$ cat src/rtl/mips_mc_pkg.sv
// Shared definitions for the multi-cycle MIPS controller.
// Contents:
//   state_e       - sequencer state encodings (also exported on the debug port)
//   OP_* / FN_*   - opcode and funct field values the controller recognises
//   *_SEL / ALUOP - mux-select and ALU operation constants
//   decode_next   - DECODE-state dispatch; StFetch means "unsupported opcode"
package mips_mc_pkg;

  typedef enum logic [3:0] {
    StIdle    = 4'd0,
    StFetch   = 4'd1,
    StDecode  = 4'd2,
    StMemAddr = 4'd3,
    StMemRd   = 4'd4,
    StMemWb   = 4'd5,
    StMemWr   = 4'd6,
    StExec    = 4'd7,
    StAluWb   = 4'd8,
    StBranch  = 4'd9,
    StJump    = 4'd10,
    StJreg    = 4'd11,
    StError   = 4'd15
  } state_e;

  // Opcodes (IR[31:26])
  localparam logic [5:0] OP_RTYPE = 6'h00;
  localparam logic [5:0] OP_J     = 6'h02;
  localparam logic [5:0] OP_JAL   = 6'h03;
  localparam logic [5:0] OP_BEQ   = 6'h04;
  localparam logic [5:0] OP_ADDI  = 6'h08;
  localparam logic [5:0] OP_ADDIU = 6'h09;
  localparam logic [5:0] OP_SLTI  = 6'h0a;
  localparam logic [5:0] OP_SLTIU = 6'h0b;
  localparam logic [5:0] OP_ANDI  = 6'h0c;
  localparam logic [5:0] OP_LUI   = 6'h0f;
  localparam logic [5:0] OP_LW    = 6'h23;
  localparam logic [5:0] OP_SW    = 6'h2b;

  // Funct codes (IR[5:0]) for R-type
  localparam logic [5:0] FN_SLL  = 6'h00;
  localparam logic [5:0] FN_SRL  = 6'h02;
  localparam logic [5:0] FN_SRA  = 6'h03;
  localparam logic [5:0] FN_JR   = 6'h08;
  localparam logic [5:0] FN_JALR = 6'h09;

  // Memory address select
  localparam logic IORD_PC     = 1'b0;
  localparam logic IORD_ALUOUT = 1'b1;

  // Register-file destination
  localparam logic [1:0] REGDST_RT = 2'b00;
  localparam logic [1:0] REGDST_RD = 2'b01;
  localparam logic [1:0] REGDST_RA = 2'b10;

  // Writeback source
  localparam logic [1:0] MEMTOREG_ALU = 2'b00;
  localparam logic [1:0] MEMTOREG_MDR = 2'b01;
  localparam logic [1:0] MEMTOREG_PC  = 2'b10;

  // ALU operand A
  localparam logic [1:0] SRCA_PC    = 2'b00;
  localparam logic [1:0] SRCA_REGA  = 2'b01;
  localparam logic [1:0] SRCA_SHAMT = 2'b10;

  // ALU operand B
  localparam logic [1:0] SRCB_REGB    = 2'b00;
  localparam logic [1:0] SRCB_FOUR    = 2'b01;
  localparam logic [1:0] SRCB_IMM     = 2'b10;
  localparam logic [1:0] SRCB_IMM_SH2 = 2'b11;

  // PC source
  localparam logic [1:0] PCSRC_ALU    = 2'b00;
  localparam logic [1:0] PCSRC_ALUOUT = 2'b01;
  localparam logic [1:0] PCSRC_JUMP   = 2'b10;
  localparam logic [1:0] PCSRC_REGA   = 2'b11;

  localparam logic [3:0] ALUOP_ADD = 4'b0000;

  // Where DECODE goes for a given instruction; StFetch flags an unsupported opcode.
  function automatic state_e decode_next(input logic [5:0] op, input logic [5:0] fn);
    state_e nxt;
    case (op)
      OP_RTYPE:                nxt = (fn == FN_JR || fn == FN_JALR) ? StJreg : StExec;
      OP_LW, OP_SW:            nxt = StMemAddr;
      OP_BEQ:                  nxt = StBranch;
      OP_J, OP_JAL:            nxt = StJump;
      OP_ADDI, OP_ADDIU, OP_SLTI,
      OP_SLTIU, OP_ANDI, OP_LUI: nxt = StExec;
      default:                 nxt = StFetch;
    endcase
    return nxt;
  endfunction

endpackage

$ cat src/rtl/mc_alu_op_dec.sv
// OpCode -> ALUOp mapping, shared with the single-cycle datapath.
// Ports:
//   opcode - IR[31:26]
//   alu_op - [2:0] operation class, [3] = opcode[0] (unsigned/variant select)
module mc_alu_op_dec
  import mips_mc_pkg::*;
(
  input  logic [5:0] opcode,
  output logic [3:0] alu_op
);

  always_comb begin
    alu_op = 4'b0000;
    case (opcode)
      OP_RTYPE:          alu_op[2:0] = 3'b010;
      OP_BEQ:            alu_op[2:0] = 3'b001;
      OP_ANDI:           alu_op[2:0] = 3'b100;
      OP_SLTI, OP_SLTIU: alu_op[2:0] = 3'b101;
      default:           alu_op[2:0] = 3'b000;
    endcase
    alu_op[3] = opcode[0];
  end

endmodule

$ cat src/rtl/multicycle_control.sv
// Multi-cycle MIPS sequencer for a shared instruction/data memory port.
// Steps each instruction through FETCH/DECODE/EXEC/MEM/WB states and issues
// per-cycle datapath enables and mux selects.
// Ports:
//   clk, reset_n         - clock (rising edge), async active-low reset
//   OpCode, Funct, zero  - instruction fields and ALU zero flag
//   mem_ready, stall     - memory completion handshake, freeze request
//   PCWrite..ALUOp       - datapath controls
//   state                - current state (debug)
//   instr_done, illegal  - per-instruction pulses
//   mem_err              - sticky memory timeout flag
module multicycle_control
  import mips_mc_pkg::*;
#(
  parameter int unsigned TIMEOUT = 16,
  parameter int unsigned CNT_W   = 5
) (
  input  logic       clk,
  input  logic       reset_n,
  input  logic [5:0] OpCode,
  input  logic [5:0] Funct,
  input  logic       zero,
  input  logic       mem_ready,
  input  logic       stall,
  output logic       PCWrite,
  output logic       IRWrite,
  output logic       IorD,
  output logic       MemRead,
  output logic       MemWrite,
  output logic       RegWrite,
  output logic [1:0] RegDst,
  output logic [1:0] MemtoReg,
  output logic [1:0] ALUSrcA,
  output logic [1:0] ALUSrcB,
  output logic       ExtOp,
  output logic       LuOp,
  output logic [1:0] PCSrc,
  output logic [3:0] ALUOp,
  output logic [3:0] state,
  output logic       instr_done,
  output logic       illegal,
  output logic       mem_err
);

  localparam logic [CNT_W-1:0] TimeoutCnt = CNT_W'(TIMEOUT);

  state_e           state_q, state_d;
  logic [CNT_W-1:0] cnt_q, cnt_d;
  logic             mem_err_q, mem_err_d;
  logic [3:0]       dec_alu_op;
  logic             is_rtype, is_shift, mem_wait, timeout_hit;

  mc_alu_op_dec u_alu_op_dec (
    .opcode (OpCode),
    .alu_op (dec_alu_op)
  );

  assign is_rtype = (OpCode == OP_RTYPE);
  assign is_shift = is_rtype && (Funct == FN_SLL || Funct == FN_SRL || Funct == FN_SRA);

  // A memory state waiting on the port this cycle
  assign mem_wait    = (state_q inside {StFetch, StMemRd, StMemWr}) && !mem_ready;
  assign timeout_hit = mem_wait && (cnt_q == TimeoutCnt);

  // State register
  always_ff @(posedge clk or negedge reset_n) begin
    if (!reset_n) begin
      state_q   <= StIdle;
      cnt_q     <= '0;
      mem_err_q <= 1'b0;
    end else begin
      state_q   <= state_d;
      cnt_q     <= cnt_d;
      mem_err_q <= mem_err_d;
    end
  end

  // Next state
  always_comb begin
    state_d = state_q;
    unique case (state_q)
      StIdle:   state_d = StFetch;
      StFetch: begin
        if (mem_ready)        state_d = StDecode;
        else if (timeout_hit) state_d = StError;
      end
      StDecode:  state_d = decode_next(OpCode, Funct);
      StMemAddr: state_d = (OpCode == OP_SW) ? StMemWr : StMemRd;
      StMemRd: begin
        if (mem_ready)        state_d = StMemWb;
        else if (timeout_hit) state_d = StError;
      end
      StMemWr: begin
        if (mem_ready)        state_d = StFetch;
        else if (timeout_hit) state_d = StError;
      end
      StExec:   state_d = StAluWb;
      StMemWb, StAluWb, StBranch, StJump, StJreg: state_d = StFetch;
      StError:  state_d = StError;
      default:  state_d = StIdle;
    endcase
    if (stall) state_d = state_q;
  end

  // Wait counter and sticky error
  always_comb begin
    cnt_d = cnt_q;
    if (stall)                  cnt_d = cnt_q;
    else if (state_d != state_q) cnt_d = '0;
    else if (mem_wait)          cnt_d = cnt_q + 1'b1;
    mem_err_d = mem_err_q | (state_d == StError);
  end

  // Outputs
  always_comb begin
    PCWrite    = 1'b0;
    IRWrite    = 1'b0;
    IorD       = IORD_PC;
    MemRead    = 1'b0;
    MemWrite   = 1'b0;
    RegWrite   = 1'b0;
    RegDst     = REGDST_RT;
    MemtoReg   = MEMTOREG_ALU;
    ALUSrcA    = SRCA_PC;
    ALUSrcB    = SRCB_REGB;
    ExtOp      = 1'b0;
    LuOp       = 1'b0;
    PCSrc      = PCSRC_ALU;
    ALUOp      = ALUOP_ADD;
    instr_done = 1'b0;
    illegal    = 1'b0;

    unique case (state_q)
      StFetch: begin
        MemRead = 1'b1;
        IorD    = IORD_PC;
        ALUSrcA = SRCA_PC;
        ALUSrcB = SRCB_FOUR;
        if (mem_ready) begin
          IRWrite = 1'b1;
          PCWrite = 1'b1;
          PCSrc   = PCSRC_ALU;
        end
      end
      StDecode: begin
        // Precompute the branch target while the opcode is decoded
        ALUSrcA = SRCA_PC;
        ALUSrcB = SRCB_IMM_SH2;
        if (decode_next(OpCode, Funct) == StFetch) begin
          illegal    = 1'b1;
          instr_done = 1'b1;
        end
      end
      StMemAddr: begin
        ALUSrcA = SRCA_REGA;
        ALUSrcB = SRCB_IMM;
      end
      StMemRd: begin
        MemRead = 1'b1;
        IorD    = IORD_ALUOUT;
      end
      StMemWr: begin
        MemWrite = 1'b1;
        IorD     = IORD_ALUOUT;
        if (mem_ready) instr_done = 1'b1;
      end
      StMemWb: begin
        RegWrite   = 1'b1;
        RegDst     = REGDST_RT;
        MemtoReg   = MEMTOREG_MDR;
        instr_done = 1'b1;
      end
      StExec: begin
        ALUSrcA = is_shift ? SRCA_SHAMT : SRCA_REGA;
        ALUSrcB = is_rtype ? SRCB_REGB : SRCB_IMM;
        ALUOp   = dec_alu_op;
      end
      StAluWb: begin
        RegWrite   = 1'b1;
        RegDst     = is_rtype ? REGDST_RD : REGDST_RT;
        MemtoReg   = MEMTOREG_ALU;
        instr_done = 1'b1;
      end
      StBranch: begin
        ALUSrcA    = SRCA_REGA;
        ALUSrcB    = SRCB_REGB;
        ALUOp      = dec_alu_op;
        PCSrc      = PCSRC_ALUOUT;
        PCWrite    = zero;
        instr_done = 1'b1;
      end
      StJump: begin
        PCWrite    = 1'b1;
        PCSrc      = PCSRC_JUMP;
        instr_done = 1'b1;
        if (OpCode == OP_JAL) begin
          RegWrite = 1'b1;
          RegDst   = REGDST_RA;
          MemtoReg = MEMTOREG_PC;
        end
      end
      StJreg: begin
        PCWrite    = 1'b1;
        PCSrc      = PCSRC_REGA;
        instr_done = 1'b1;
        if (Funct == FN_JALR) begin
          RegWrite = 1'b1;
          RegDst   = REGDST_RD;
          MemtoReg = MEMTOREG_PC;
        end
      end
      default: ;
    endcase

    if (state_q != StIdle && state_q != StError) begin
      ExtOp = (OpCode != OP_ANDI);
      LuOp  = (OpCode == OP_LUI);
    end

    // Freeze: suppress every architectural write; illegal is also held off so it
    // still pulses once, in the cycle DECODE actually retires.
    if (stall) begin
      PCWrite    = 1'b0;
      IRWrite    = 1'b0;
      RegWrite   = 1'b0;
      MemWrite   = 1'b0;
      instr_done = 1'b0;
      illegal    = 1'b0;
    end
  end

  assign state   = state_q;
  assign mem_err = mem_err_q;

endmodule

$ cat config.mk
export PLATFORM = sky130hd
export DESIGN_NAME = multicycle_control
export DESIGN_NICKNAME = d
export VERILOG_FILES = /design/src/rtl/mips_mc_pkg.sv /design/src/rtl/mc_alu_op_dec.sv /design/src/rtl/multicycle_control.sv
export SDC_FILE = /design/constraint.sdc
export NUM_CORES = 1
export LEC_CHECK = 0
export BUFFER_PORTS_ARGS = -buffer_cell sky130_fd_sc_hd__buf_2
export CAP_MARGIN = 0
export CORE_MARGIN = 5
export CORE_UTILIZATION = 30
export CTS_CLUSTER_DIAMETER = 60
export DETAILED_ROUTE_END_ITERATION = 6
export SLEW_MARGIN = 20
export SYNTH_ARGS = -nofsm -noshare
export SYNTH_HDL_FRONTEND = slang
export SYNTH_SLANG_ARGS = --single-unit
$ cat constraint.sdc
create_clock -name clk -period 3.3 [get_ports clk]
set_clock_uncertainty 0.1 [all_clocks]
set_input_delay 0.495 -clock clk [delete_from_list [all_inputs] [get_ports clk]]
set_output_delay 0.495 -clock clk [all_outputs]
set_load 0.02 [all_outputs]
==> impl_metrics.ini <==
[pwr]
p_leak_uw = 0.000706
powerDensity_nw_per_um2 = 608
ir_drop_mv = 0.399

[logic_synthesis]
synth-seq-cells = 10
yosys.area.top_type = dfrtp_1
ys_async_sr_fraction_pct = 100
synth_area_per_cell_sq_um = 6.95
ys_types = 49
synth_most_common_cell = nand2_1
synth_edf_count = 0
synth_nets = 201
yosysTopAreaCellShare_pct = 19.8
synthesis.area_sq_um = 1260
syn_inst = 182
synth_area_leaders = dfrtp_1 (20%), nand2_1 (6.8%), nor2_1 (5.3%)
ys.flop_type = dfrtp_1
ys.warnings.count = 0
synthTopCellsByCount = nand2_1 (23), nor2_1 (18), a21oi_1 (12)
synth.yosys.seq_area_share_pct = 19.8

[floorplanning]
start_util_pct = 31.2
die_w_microns = 74.9
core_area_sq_um = 4060
io_pins = 46
die-height_microns = 74.9
die-area_sq_um = 5620
row_count = 23

[sta]
rsz0062_at_grt = false
worst_pin_slew_ns = 0.653
max_clock_freq_ghz = 0.361
relSlewSlack_pct = 56.1
setup_tns_ns = 0
finalCriticalPeriod_ns = 2.77
fin_crit_sh_pct = 83.9
maxSlewViolCount = 0
finalHoldViolations = 0
setup_violations = 0

[detailed_routing]
drc = 0
ant_nets = 0
drtIter0Drc = 82
wire_per_inst_microns = 14.3
drt_first_pass_iters = 4
vias = 1526
viasPerCell = 5.59
wirelength_mm = 3.91

[setup_path]
rrSetupSlack_ns = 0.93
critPathArrivalTime_ns = 2.17
r2r_end = cnt_q[2]$_DFFE_PN0P_
worstPathMaxFanout = 5
setup.worst_path.end_class = output pin
crit_type = reg2out
critPathLaunchType = register
reg2reg_depth = 8
r2r_start = cnt_q[0]$_DFFE_PN0P_
required_ns = 2.70

[grt]
grt_pass1_vias = 1382
grt_max_degree = 24
grtUsageTotal_pct = 14.5
overflow = 0
antenna_found_initial = 0
grt_pass1_wl_mm = 6.48

[clock_network]
tritoncts = built
cts_sinks = 10
cts-buffers-inserted = 3
cts_buffer_depth = 2
clock_latency_ns = 0.23
cts_htree_levels = 1
clk_pin_slew_ns = 0.05
cts_root_buf = clkbuf_8
cts-resized-gates = 0
cts_setup_buffers = 0
holdBufCountCts = 0

[worst_hold_path]
worstHoldPathType = in2async

[layout]
antennaDiodeCount = 0
syn_to_final_growth_pct = 24.9
n_fill_cell = 452
fin_cells = 273
drive_gt1_share_pct = 27.8
seq_area_sq_um = 250
finalNetCount = 244
multi_input_area_sq_um = 945

[run_status]
outcome = finished, final reports clean

[place]
place_inst = 270
post-dp-hpwl_mm = 3.06
gp_congestion = 0.863
io_buffer_count = 45

[run]
drv_cap = 0
-- final cells by class --
class | count | area share, %
clock buffer | 3 | 2.61
inverter | 7 | 1.66
multi-input combinational | 154 | 59.8
sequential | 10 | 15.8
tap | 50 | 3.96
timing repair buffer | 49 | 16.2
-- metrics by stage --
stage	area, sq um	util (%)	power (uW)	hold WS (ns)	worst slack, ns
6_report	1580	38.9	960	0.0268	0.532
3_5_place_dp	1540	37.9	840	0.279	0.732
3_3_place_gp	1540	37.9	839	0.278	0.753
2_1_floorplan	1260	-	647	0.0994	0.640
4_1_cts	1580	38.9	968	0.0299	0.541
5_1_grt	1580	38.9	1050	0.0359	0.478
-- state kept, by name, indices dropped and copies added, names as in the netlist --
register and count:
cnt_q 5, state 4, mem_err 1
-- worst max-delay path: stages (launching register included) --
cell and delay [ns]:
dfrtp_1 0.37, or4b_4 0.58, or4_1 0.60, a31oi_1 0.20, buf_2 0.19
-- routing by layer --
metal	vias to the layer above	wire [microns]	GRT usage [%]
li1	762	-	-
met1	722	1890	20.9
met2	40	1780	22.9
met3	2	238	2.40
met4	0	8	2.96
met5	-	0	0
-- logic make-up after synthesis --
kind of cell               Yosys count  share of synthesized area [%]
buffers and inverters               18                           5.54
AOI/OAI and AO/OA                   51                           28.9
xor gates and xnor gates             1                          0.693
adders and majority gates            2                           1.98
muxes                                2                           1.58
and+or+nand+nor                     98                           41.5
DFF                                 10                           19.8
-- worst max path at each step --
stage / startpoint / to / slack (ns) / cells past startpoint
finish: state[0]$_DFF_PN0_ / instr_done / 0.53 / 4
global route: state[0]$_DFF_PN0_ / instr_done / 0.48 / 4
CTS: state[0]$_DFF_PN0_ / instr_done / 0.54 / 4
detailed placement: OpCode[2] / ALUSrcA[0] / 0.73 / 6
global placement: OpCode[2] / ALUSrcA[0] / 0.75 / 6
floorplan: OpCode[2] / RegWrite / 0.64 / 6
-- power breakdown --
part | internal, uW | leakage, uW | switching (uW)
logic | 231 | 0.000551 | 446
registers | 148 | 0.000134 | 14.9
clock network | 79.3 | 0.0000216 | 41.6
-- placed cells by master (no fill, tap or decap), types with 3 or more instances in the layout --
cell type  synthesis  final
buf_2              2     45
dfrtp_1           10     10
buf_4              0      4
nand2_1           23     23
o21bai_1           4      4
nor4_1             9      9
o21ai_1            5      5
clkbuf_8           0      3
nand2b_1           7      7
nand4_1            5      5
nor2b_1            3      3
a31oi_1            4      4
o21a_1             3      3
inv_1              7      7
and3_1             3      3
nand3_1            7      7
nor3_1             8      8
or3_1              3      3
o21ai_0            4      4
nand3b_1           3      3
nor2_1            18     18
a21oi_1           12     12
Note: power is estimated with default switching activity, not from simulation.
